==> src/rtl/mic_trig_pkg.sv <==
// Shared types and helpers for the microphone fire trigger: FSM state
// encoding, accumulator width and the sample magnitude function.
package mic_trig_pkg;

  typedef enum logic [2:0] {
    ST_IDLE  = 3'd0,
    ST_WAIT  = 3'd1,
    ST_XFER  = 3'd2,
    ST_ACCUM = 3'd3,
    ST_EVAL  = 3'd4
  } mic_state_e;

  // A window of 2^win_log2 magnitudes, each below 2^32, fits in 32+win_log2 bits.
  function automatic int unsigned acc_w(input int unsigned win_log2);
    return 32 + win_log2;
  endfunction

  // Unsigned magnitude; the most negative sample maps to 32'h8000_0000.
  function automatic logic [31:0] abs_mag(input logic [31:0] s);
    return s[31] ? (~s + 32'd1) : s;
  endfunction

endpackage

==> src/rtl/mic_fire_trigger_if.sv <==
// Sample handshake between Audio_Controller (master) and the fire trigger (slave).
interface mic_fire_trigger_if;
  // audio_in_available / audio_out_allowed act as valid/ready from the FIFOs;
  // read_audio_in and write_audio_out pulse together for one cycle per sample,
  // with the loopback data held stable while they are high.
  logic        audio_in_available;
  logic        audio_out_allowed;
  logic [31:0] left_channel_audio_in;
  logic [31:0] right_channel_audio_in;
  logic        read_audio_in;
  logic        write_audio_out;
  logic [31:0] left_channel_audio_out;
  logic [31:0] right_channel_audio_out;

  modport master (
    output audio_in_available, audio_out_allowed,
    output left_channel_audio_in, right_channel_audio_in,
    input  read_audio_in, write_audio_out,
    input  left_channel_audio_out, right_channel_audio_out
  );

  modport slave (
    input  audio_in_available, audio_out_allowed,
    input  left_channel_audio_in, right_channel_audio_in,
    output read_audio_in, write_audio_out,
    output left_channel_audio_out, right_channel_audio_out
  );
endinterface

==> src/rtl/level_accumulator.sv <==
// Window accumulator: registers |left|, sums it once per sample and counts
// samples; last_o flags that the next accumulation completes the window.
module level_accumulator
  import mic_trig_pkg::*;
#(
  parameter int unsigned WIN_LOG2 = 10,
  parameter int unsigned ACC_W    = 42
) (
  input  logic             clk_i,
  input  logic             rst_ni,
  input  logic             load_i,
  input  logic [31:0]      sample_i,
  input  logic             accum_i,
  input  logic             clear_i,
  output logic [ACC_W-1:0] acc_o,
  output logic             last_o
);

  logic [31:0]         mag_q, mag_d;
  logic [ACC_W-1:0]    acc_q, acc_d;
  logic [WIN_LOG2-1:0] count_q, count_d;

  always_comb begin
    mag_d   = mag_q;
    acc_d   = acc_q;
    count_d = count_q;
    if (load_i) begin
      mag_d = abs_mag(sample_i);
    end
    if (clear_i) begin
      acc_d   = '0;
      count_d = '0;
    end else if (accum_i) begin
      acc_d   = acc_q + ACC_W'(mag_q);
      count_d = count_q + WIN_LOG2'(1);
    end
  end

  always_ff @(posedge clk_i or negedge rst_ni) begin
    if (!rst_ni) begin
      mag_q   <= '0;
      acc_q   <= '0;
      count_q <= '0;
    end else begin
      mag_q   <= mag_d;
      acc_q   <= acc_d;
      count_q <= count_d;
    end
  end

  assign acc_o  = acc_q;
  assign last_o = &count_q;

endmodule

==> src/rtl/mic_fire_trigger.sv <==
// Audio sample sequencer with loopback; averages left-channel magnitude per
// window and derives fire/firing/level through hysteresis and refractory logic.
module mic_fire_trigger
  import mic_trig_pkg::*;
#(
  parameter int unsigned WIN_LOG2        = 10,
  parameter logic [31:0] HI_THRESH       = 32'h0400_0000,
  parameter logic [31:0] LO_THRESH       = 32'h0200_0000,
  parameter int unsigned HOLD_WINDOWS    = 2,
  parameter int unsigned REFRACT_WINDOWS = 4
) (
  input  logic              CLOCK_50,
  input  logic              resetn,
  input  logic              enable,
  mic_fire_trigger_if.slave aud,
  output logic [7:0]        level,
  output logic              fire,
  output logic              firing,
  output logic              window_done,
  output mic_state_e        dbg_state_o
);

  localparam int unsigned ACC_W     = acc_w(WIN_LOG2);
  localparam logic [3:0]  HOLD_C    = 4'(HOLD_WINDOWS);
  localparam logic [3:0]  REFRACT_C = 4'(REFRACT_WINDOWS);

  mic_state_e       state_q, state_d;
  logic [31:0]      left_out_q, left_out_d;
  logic [31:0]      right_out_q, right_out_d;
  logic [7:0]       level_q, level_d;
  logic             fire_q, fire_d;
  logic             firing_q, firing_d;
  logic             wd_q, wd_d;
  logic [3:0]       hold_q, hold_d;
  logic [3:0]       refract_q, refract_d;
  logic             take;
  logic             acc_clear;
  logic             acc_en;
  logic             win_last;
  logic [ACC_W-1:0] acc;
  logic [31:0]      avg;

  assign take = (state_q == ST_WAIT) && enable &&
                aud.audio_in_available && aud.audio_out_allowed;
  assign acc_clear = (state_q == ST_IDLE) || (state_q == ST_EVAL);
  assign acc_en    = (state_q == ST_ACCUM);
  assign avg       = 32'(acc >> WIN_LOG2);

  level_accumulator #(
    .WIN_LOG2 (WIN_LOG2),
    .ACC_W    (ACC_W)
  ) u_acc (
    .clk_i    (CLOCK_50),
    .rst_ni   (resetn),
    .load_i   (take),
    .sample_i (aud.left_channel_audio_in),
    .accum_i  (acc_en),
    .clear_i  (acc_clear),
    .acc_o    (acc),
    .last_o   (win_last)
  );

  always_comb begin
    state_d     = state_q;
    left_out_d  = left_out_q;
    right_out_d = right_out_q;
    level_d     = level_q;
    fire_d      = 1'b0;
    wd_d        = 1'b0;
    firing_d    = firing_q;
    hold_d      = hold_q;
    refract_d   = refract_q;

    case (state_q)
      ST_IDLE: begin
        // Leaving a run drops any trigger history but keeps the LED level.
        firing_d  = 1'b0;
        hold_d    = '0;
        refract_d = '0;
        if (enable) state_d = ST_WAIT;
      end
      ST_WAIT: begin
        if (!enable) begin
          state_d = ST_IDLE;
        end else if (take) begin
          left_out_d  = aud.left_channel_audio_in;
          right_out_d = aud.right_channel_audio_in;
          state_d     = ST_XFER;
        end
      end
      ST_XFER:  state_d = ST_ACCUM;
      ST_ACCUM: state_d = win_last ? ST_EVAL : ST_WAIT;
      ST_EVAL: begin
        level_d = avg[31:24];
        wd_d    = 1'b1;
        if (avg >= HI_THRESH) begin
          hold_d = (hold_q >= HOLD_C) ? HOLD_C : hold_q + 4'd1;
        end else begin
          hold_d = '0;
        end
        if (refract_q != 4'd0) begin
          refract_d = refract_q - 4'd1;
        end else if (!firing_q && (hold_d == HOLD_C)) begin
          firing_d = 1'b1;
          fire_d   = 1'b1;
        end
        // Release only from an already-firing state, so it never collides with a new fire.
        if (firing_q && (avg < LO_THRESH)) begin
          firing_d  = 1'b0;
          refract_d = REFRACT_C;
          hold_d    = '0;
        end
        state_d = enable ? ST_WAIT : ST_IDLE;
      end
      default: state_d = ST_IDLE;
    endcase
  end

  always_ff @(posedge CLOCK_50 or negedge resetn) begin
    if (!resetn) begin
      state_q     <= ST_IDLE;
      left_out_q  <= '0;
      right_out_q <= '0;
      level_q     <= '0;
      fire_q      <= 1'b0;
      wd_q        <= 1'b0;
      firing_q    <= 1'b0;
      hold_q      <= '0;
      refract_q   <= '0;
    end else begin
      state_q     <= state_d;
      left_out_q  <= left_out_d;
      right_out_q <= right_out_d;
      level_q     <= level_d;
      fire_q      <= fire_d;
      wd_q        <= wd_d;
      firing_q    <= firing_d;
      hold_q      <= hold_d;
      refract_q   <= refract_d;
    end
  end

  assign aud.read_audio_in          = (state_q == ST_XFER);
  assign aud.write_audio_out        = (state_q == ST_XFER);
  assign aud.left_channel_audio_out  = left_out_q;
  assign aud.right_channel_audio_out = right_out_q;
  assign level       = level_q;
  assign fire        = fire_q;
  assign firing      = firing_q;
  assign window_done = wd_q;
  assign dbg_state_o = state_q;

endmodule
==> src/flat_wrapper.sv <==
// flat-port wrapper written by rule: the top's interface ports become plain ports
module mic_fire_trigger_flat import mic_trig_pkg::*;
#(
  parameter int unsigned WIN_LOG2        = 10,
  parameter logic [31:0] HI_THRESH       = 32'h0400_0000,
  parameter logic [31:0] LO_THRESH       = 32'h0200_0000,
  parameter int unsigned HOLD_WINDOWS    = 2,
  parameter int unsigned REFRACT_WINDOWS = 4
)
  (CLOCK_50, resetn, enable, level, fire, firing, window_done, dbg_state_o, aud_audio_in_available, aud_audio_out_allowed, aud_left_channel_audio_in, aud_right_channel_audio_in, aud_read_audio_in, aud_write_audio_out, aud_left_channel_audio_out, aud_right_channel_audio_out);
  mic_fire_trigger_if aud_i ();
  input  logic CLOCK_50;
  input  logic resetn;
  input  logic enable;
  output logic [7:0] level;
  output logic fire;
  output logic firing;
  output logic window_done;
  output mic_state_e dbg_state_o;
  input wire logic [$bits(aud_i.audio_in_available)-1:0] aud_audio_in_available;
  input wire logic [$bits(aud_i.audio_out_allowed)-1:0] aud_audio_out_allowed;
  input wire logic [$bits(aud_i.left_channel_audio_in)-1:0] aud_left_channel_audio_in;
  input wire logic [$bits(aud_i.right_channel_audio_in)-1:0] aud_right_channel_audio_in;
  output wire logic [$bits(aud_i.read_audio_in)-1:0] aud_read_audio_in;
  output wire logic [$bits(aud_i.write_audio_out)-1:0] aud_write_audio_out;
  output wire logic [$bits(aud_i.left_channel_audio_out)-1:0] aud_left_channel_audio_out;
  output wire logic [$bits(aud_i.right_channel_audio_out)-1:0] aud_right_channel_audio_out;
  assign aud_i.audio_in_available = aud_audio_in_available;
  assign aud_i.audio_out_allowed = aud_audio_out_allowed;
  assign aud_i.left_channel_audio_in = aud_left_channel_audio_in;
  assign aud_i.right_channel_audio_in = aud_right_channel_audio_in;
  assign aud_read_audio_in = aud_i.read_audio_in;
  assign aud_write_audio_out = aud_i.write_audio_out;
  assign aud_left_channel_audio_out = aud_i.left_channel_audio_out;
  assign aud_right_channel_audio_out = aud_i.right_channel_audio_out;
  mic_fire_trigger #(.WIN_LOG2(WIN_LOG2), .HI_THRESH(HI_THRESH), .LO_THRESH(LO_THRESH), .HOLD_WINDOWS(HOLD_WINDOWS), .REFRACT_WINDOWS(REFRACT_WINDOWS)) u_core (.CLOCK_50(CLOCK_50), .resetn(resetn), .enable(enable), .aud(aud_i), .level(level), .fire(fire), .firing(firing), .window_done(window_done), .dbg_state_o(dbg_state_o));
endmodule
==> config.mk <==
export PLATFORM = sky130hd
export DESIGN_NAME = mic_fire_trigger_flat
export DESIGN_NICKNAME = d
export VERILOG_FILES = /design/src/rtl/mic_trig_pkg.sv /design/src/rtl/mic_fire_trigger_if.sv /design/src/rtl/level_accumulator.sv /design/src/rtl/mic_fire_trigger.sv /design/src/flat_wrapper.sv
export SDC_FILE = /design/constraint.sdc
export NUM_CORES = 1
export LEC_CHECK = 0
export CAP_MARGIN = 10
export CORE_MARGIN = 5
export CORE_UTILIZATION = 35
export CTS_CLUSTER_SIZE = 25
export DETAILED_ROUTE_END_ITERATION = 10
export PLACE_DENSITY = 0.62
export SETUP_SLACK_MARGIN = 0.4
export SLEW_MARGIN = 20
export SYNTH_ARGS = -nofsm -noshare
export SYNTH_HDL_FRONTEND = slang
export SYNTH_SLANG_ARGS = --single-unit
export TNS_END_PERCENT = 5
==> constraint.sdc <==
create_clock -name CLOCK_50 -period 2.6 [get_ports CLOCK_50]
set_clock_uncertainty 0.05 [all_clocks]
set_input_delay 0.26 -clock CLOCK_50 [delete_from_list [all_inputs] [get_ports CLOCK_50]]
set_output_delay 0.26 -clock CLOCK_50 [all_outputs]
set_load 0.03 [all_outputs]
==> results.sh <==
export IMPL_placed_area_um2=11680
export IMPL_clockBufferDepth=2
export IMPL_start_util_pct=35.31
export IMPL_yosysTopAreaCellShare_pct=46.63
export IMPL_finalPower_mw=11.71
export IMPL_fin_ws_ns=0.09147
export IMPL_cts_max_level=4
export IMPL_yosys_warnings=0
export IMPL_critPathLaunchType="flip-flop"
export IMPL_setup_viol=0
export IMPL_worst_slew_pin_slew_ns=0.5359
export IMPL_place_inst=1429
export IMPL_period_share_pct=96.48
export IMPL_antenna_left=0
export IMPL_cts_made_buffers=17
export IMPL_final_hold_viol_count=0
export IMPL_coreArea_um2=25840
export IMPL_grt_pass1_wl_um=38160
export IMPL_synth_area_leader_cell="dfrtp_1"
export IMPL_status="finished clean"
export IMPL_mostFrequentLayoutCell="dfrtp_1"
export IMPL_clock_latency_ns=0.43
export IMPL_place_port_buffers=148
export IMPL_cts_tree="yes"
export IMPL_ys_ff_latch=170
export IMPL_synth_area_um2=9122
export IMPL_yosysUniqueCellTypes=64
export IMPL_setup_tns_ns=0
export IMPL_fillers=2434
export IMPL_fin_cells=1470
export IMPL_slew_viol_final=0
export IMPL_required_ns=2.86
export IMPL_die_h_um=171.4
export IMPL_top_level_ports=149
export IMPL_final_cell_mix="169 x dfrtp_1, 147 x clkdlybuf4s50_1, 98 x buf_4"
export IMPL_antennaDiodeCount=0
export IMPL_preCtsSetupSlack_ns=-0.1327
export IMPL_syn_nets=1010
export IMPL_drive_above_1_share_pct=24.32
export IMPL_grt_usage_pct=15.77
export IMPL_p_leak_nw=5.505
export IMPL_fin_crit_ns=2.509
export IMPL_layout_nets=1230
export IMPL_syn_avg_cell_area_um2=10.11
export IMPL_relSlewSlack_pct=64.27
export IMPL_hold_ws_ns=0.2992
export IMPL_synth_ff_type="dfrtp_1"
export IMPL_die_w_um=171.4
export IMPL_dieArea_um2=29390
export IMPL_syn_to_final_growth_pct=38.06
export IMPL_synth_cells=902
export IMPL_synth_seq_area_share_pct=46.63
export IMPL_crit_path_end_kind="flip-flop"
export IMPL_path_class="reg -> reg"
export IMPL_wl_um=23010
export IMPL_synth_area_leaders="dfrtp_1 47%, mux2_2 8.9%, ha_1 5.2%"
export IMPL_multi_input_area_um2=4926
export IMPL_maxCapViolCount=0
export IMPL_max_freq_mhz=398.6
export IMPL_vias=7506
export IMPL_pwr_density_cell_nw_per_um2=929.4
export IMPL_finish_instance_area_um2=12590
export IMPL_wl_per_cell_um=15.66
export IMPL_drtPass1Iterations=4
export IMPL_clock_sinks=170
export IMPL_cp_max_fo=4
export IMPL_gp_congestion=0.8508
export IMPL_cp_data_arrival_time_ns=2.76
export IMPL_drt_first_iter_violations=377
export IMPL_grt_pass1_vias=7530
export IMPL_max_vdd_ir_drop_v=0.0005370
export IMPL_rsz0062_at_grt="true"
export IMPL_clk_pin_slew_ns=0.07
export IMPL_post_route_drc_count=0
export IMPL_async_reset_ff_share_pct=100.0
export IMPL_grt_overflow=0
export IMPL_hpwl_um=16660
export IMPL_min_path_type="in -> async"
export IMPL_fin_util_pct=48.75
export IMPL_antenna_found_initial=0
export IMPL_synth_edf_count=0
export IMPL_num_rows=59
export IMPL_register_area_um2=4255
export IMPL_grt_max_degree=70
export IMPL_viasPerCell=5.106
export IMPL_cts_root_buf="clkbuf_16"
[final timing paths]
check / slack (ns) / from / cells past startpoint / end
hold / removal: 0.30 / resetn / 2 / u_core.refract_q[0]
setup / recovery: 0.09 / u_core.u_acc.mag_q[18] / 10 / u_core.u_acc.acc_o[30]
min in group CLOCK_50: 0.38 / aud_right_channel_audio_in[29] / 2 / u_core.aud.right_channel_audio_out[29]
max in group asynchronous: 1.43 / resetn / 3 / u_core.u_acc.mag_q[12]
setup reg to reg: 0.09 / u_core.u_acc.mag_q[18] / 10 / u_core.u_acc.acc_o[30]
hold reg to reg: 0.43 / u_core.u_acc.count_q[6] / 1 / u_core.u_acc.count_q[6]
[per-layer routing]
layer  GRT usage (%)  up-vias  wire length, um
li1                -     3681                -
met1           22.04     3677            10830
met2           24.60      134            10800
met3           4.206       14             1183
met4           3.720        0              205
met5               0        -                0
[synthesized netlist by cell type, types with 5 or more instances]
cell type and number:
o21ai_0 66, nand2_1 65, xnor2_1 17, clkbuf_1 41
dfrtp_1 170, mux2i_1 11, o211ai_1 5, and3_1 7
xor2_1 41, a31oi_1 6, nor3_1 11, o31ai_1 11
mux2_2 72, a21o_1 18, nand3_1 53, o21bai_1 6
nand2b_1 8, inv_1 22, a21oi_1 72, or3_1 8
nand4_1 19, ha_1 38, nor2_1 61
[layout make-up]
class	count	area share, %
multi-input combinational	658	39.11
sequential	170	33.79
timing repair buffer	253	18.51
clock buffer	19	3.517
tap	335	3.328
clock inverter	13	1.093
inverter	22	0.6557
[what timing repair did]
| item | CTS | global route |
|---|---|---|
| pin swaps | 12 | 31 |
| setup endpoints to repair | 38 | 44 |
| hold buffers | 1 | 0 |
| hold endpoints to repair | 50 | 0 |
| setup buffers | 1 | 7 |
| gates resized for setup | 16 | 37 |
[state kept, by name (all words and copies together), names as in the netlist]
signal	count
u_core.u_acc.mag_q	32
u_core.window_done	1
u_core.aud.left_channel_audio_out	32
u_core.firing	1
u_core.u_acc.count_q	10
u_core.fire	1
u_core.aud.right_channel_audio_out	32
u_core.hold_q	4
u_core.dbg_state_o	3
u_core.level	8
u_core.refract_q	4
u_core.u_acc.acc_o	42
[cells by family after synthesis]
logic type	Yosys count	share of synthesized area (%)
xor gates and xnor gates	58	5.568
DFF	170	46.63
AOI/OAI and AO/OA	217	14.62
buffers and inverters	74	3.401
muxes	83	10.09
adders and majority gates	39	5.431
and+or+nand+nor	261	14.25
[critical path, cell delays in order, from the launching register on]
cell and delay, ns:
dfrtp_1 0.40, ha_1 0.36, nand2_1 0.17, nor2_1 0.09, a22o_1 0.22, or3_4 0.42
o21ai_4 0.17, buf_4 0.16, o21ai_4 0.06, a311oi_2 0.21, o31ai_1 0.09
[power breakdown]
group / internal (mW) / switching (mW)
Combinational: 2.58 / 2.84
Clock: 1.37 / 1.14
Sequential: 3.30 / 0.471
Total: 7.25 / 4.46
No activity file was read; power rests on OpenSTA's default activity.
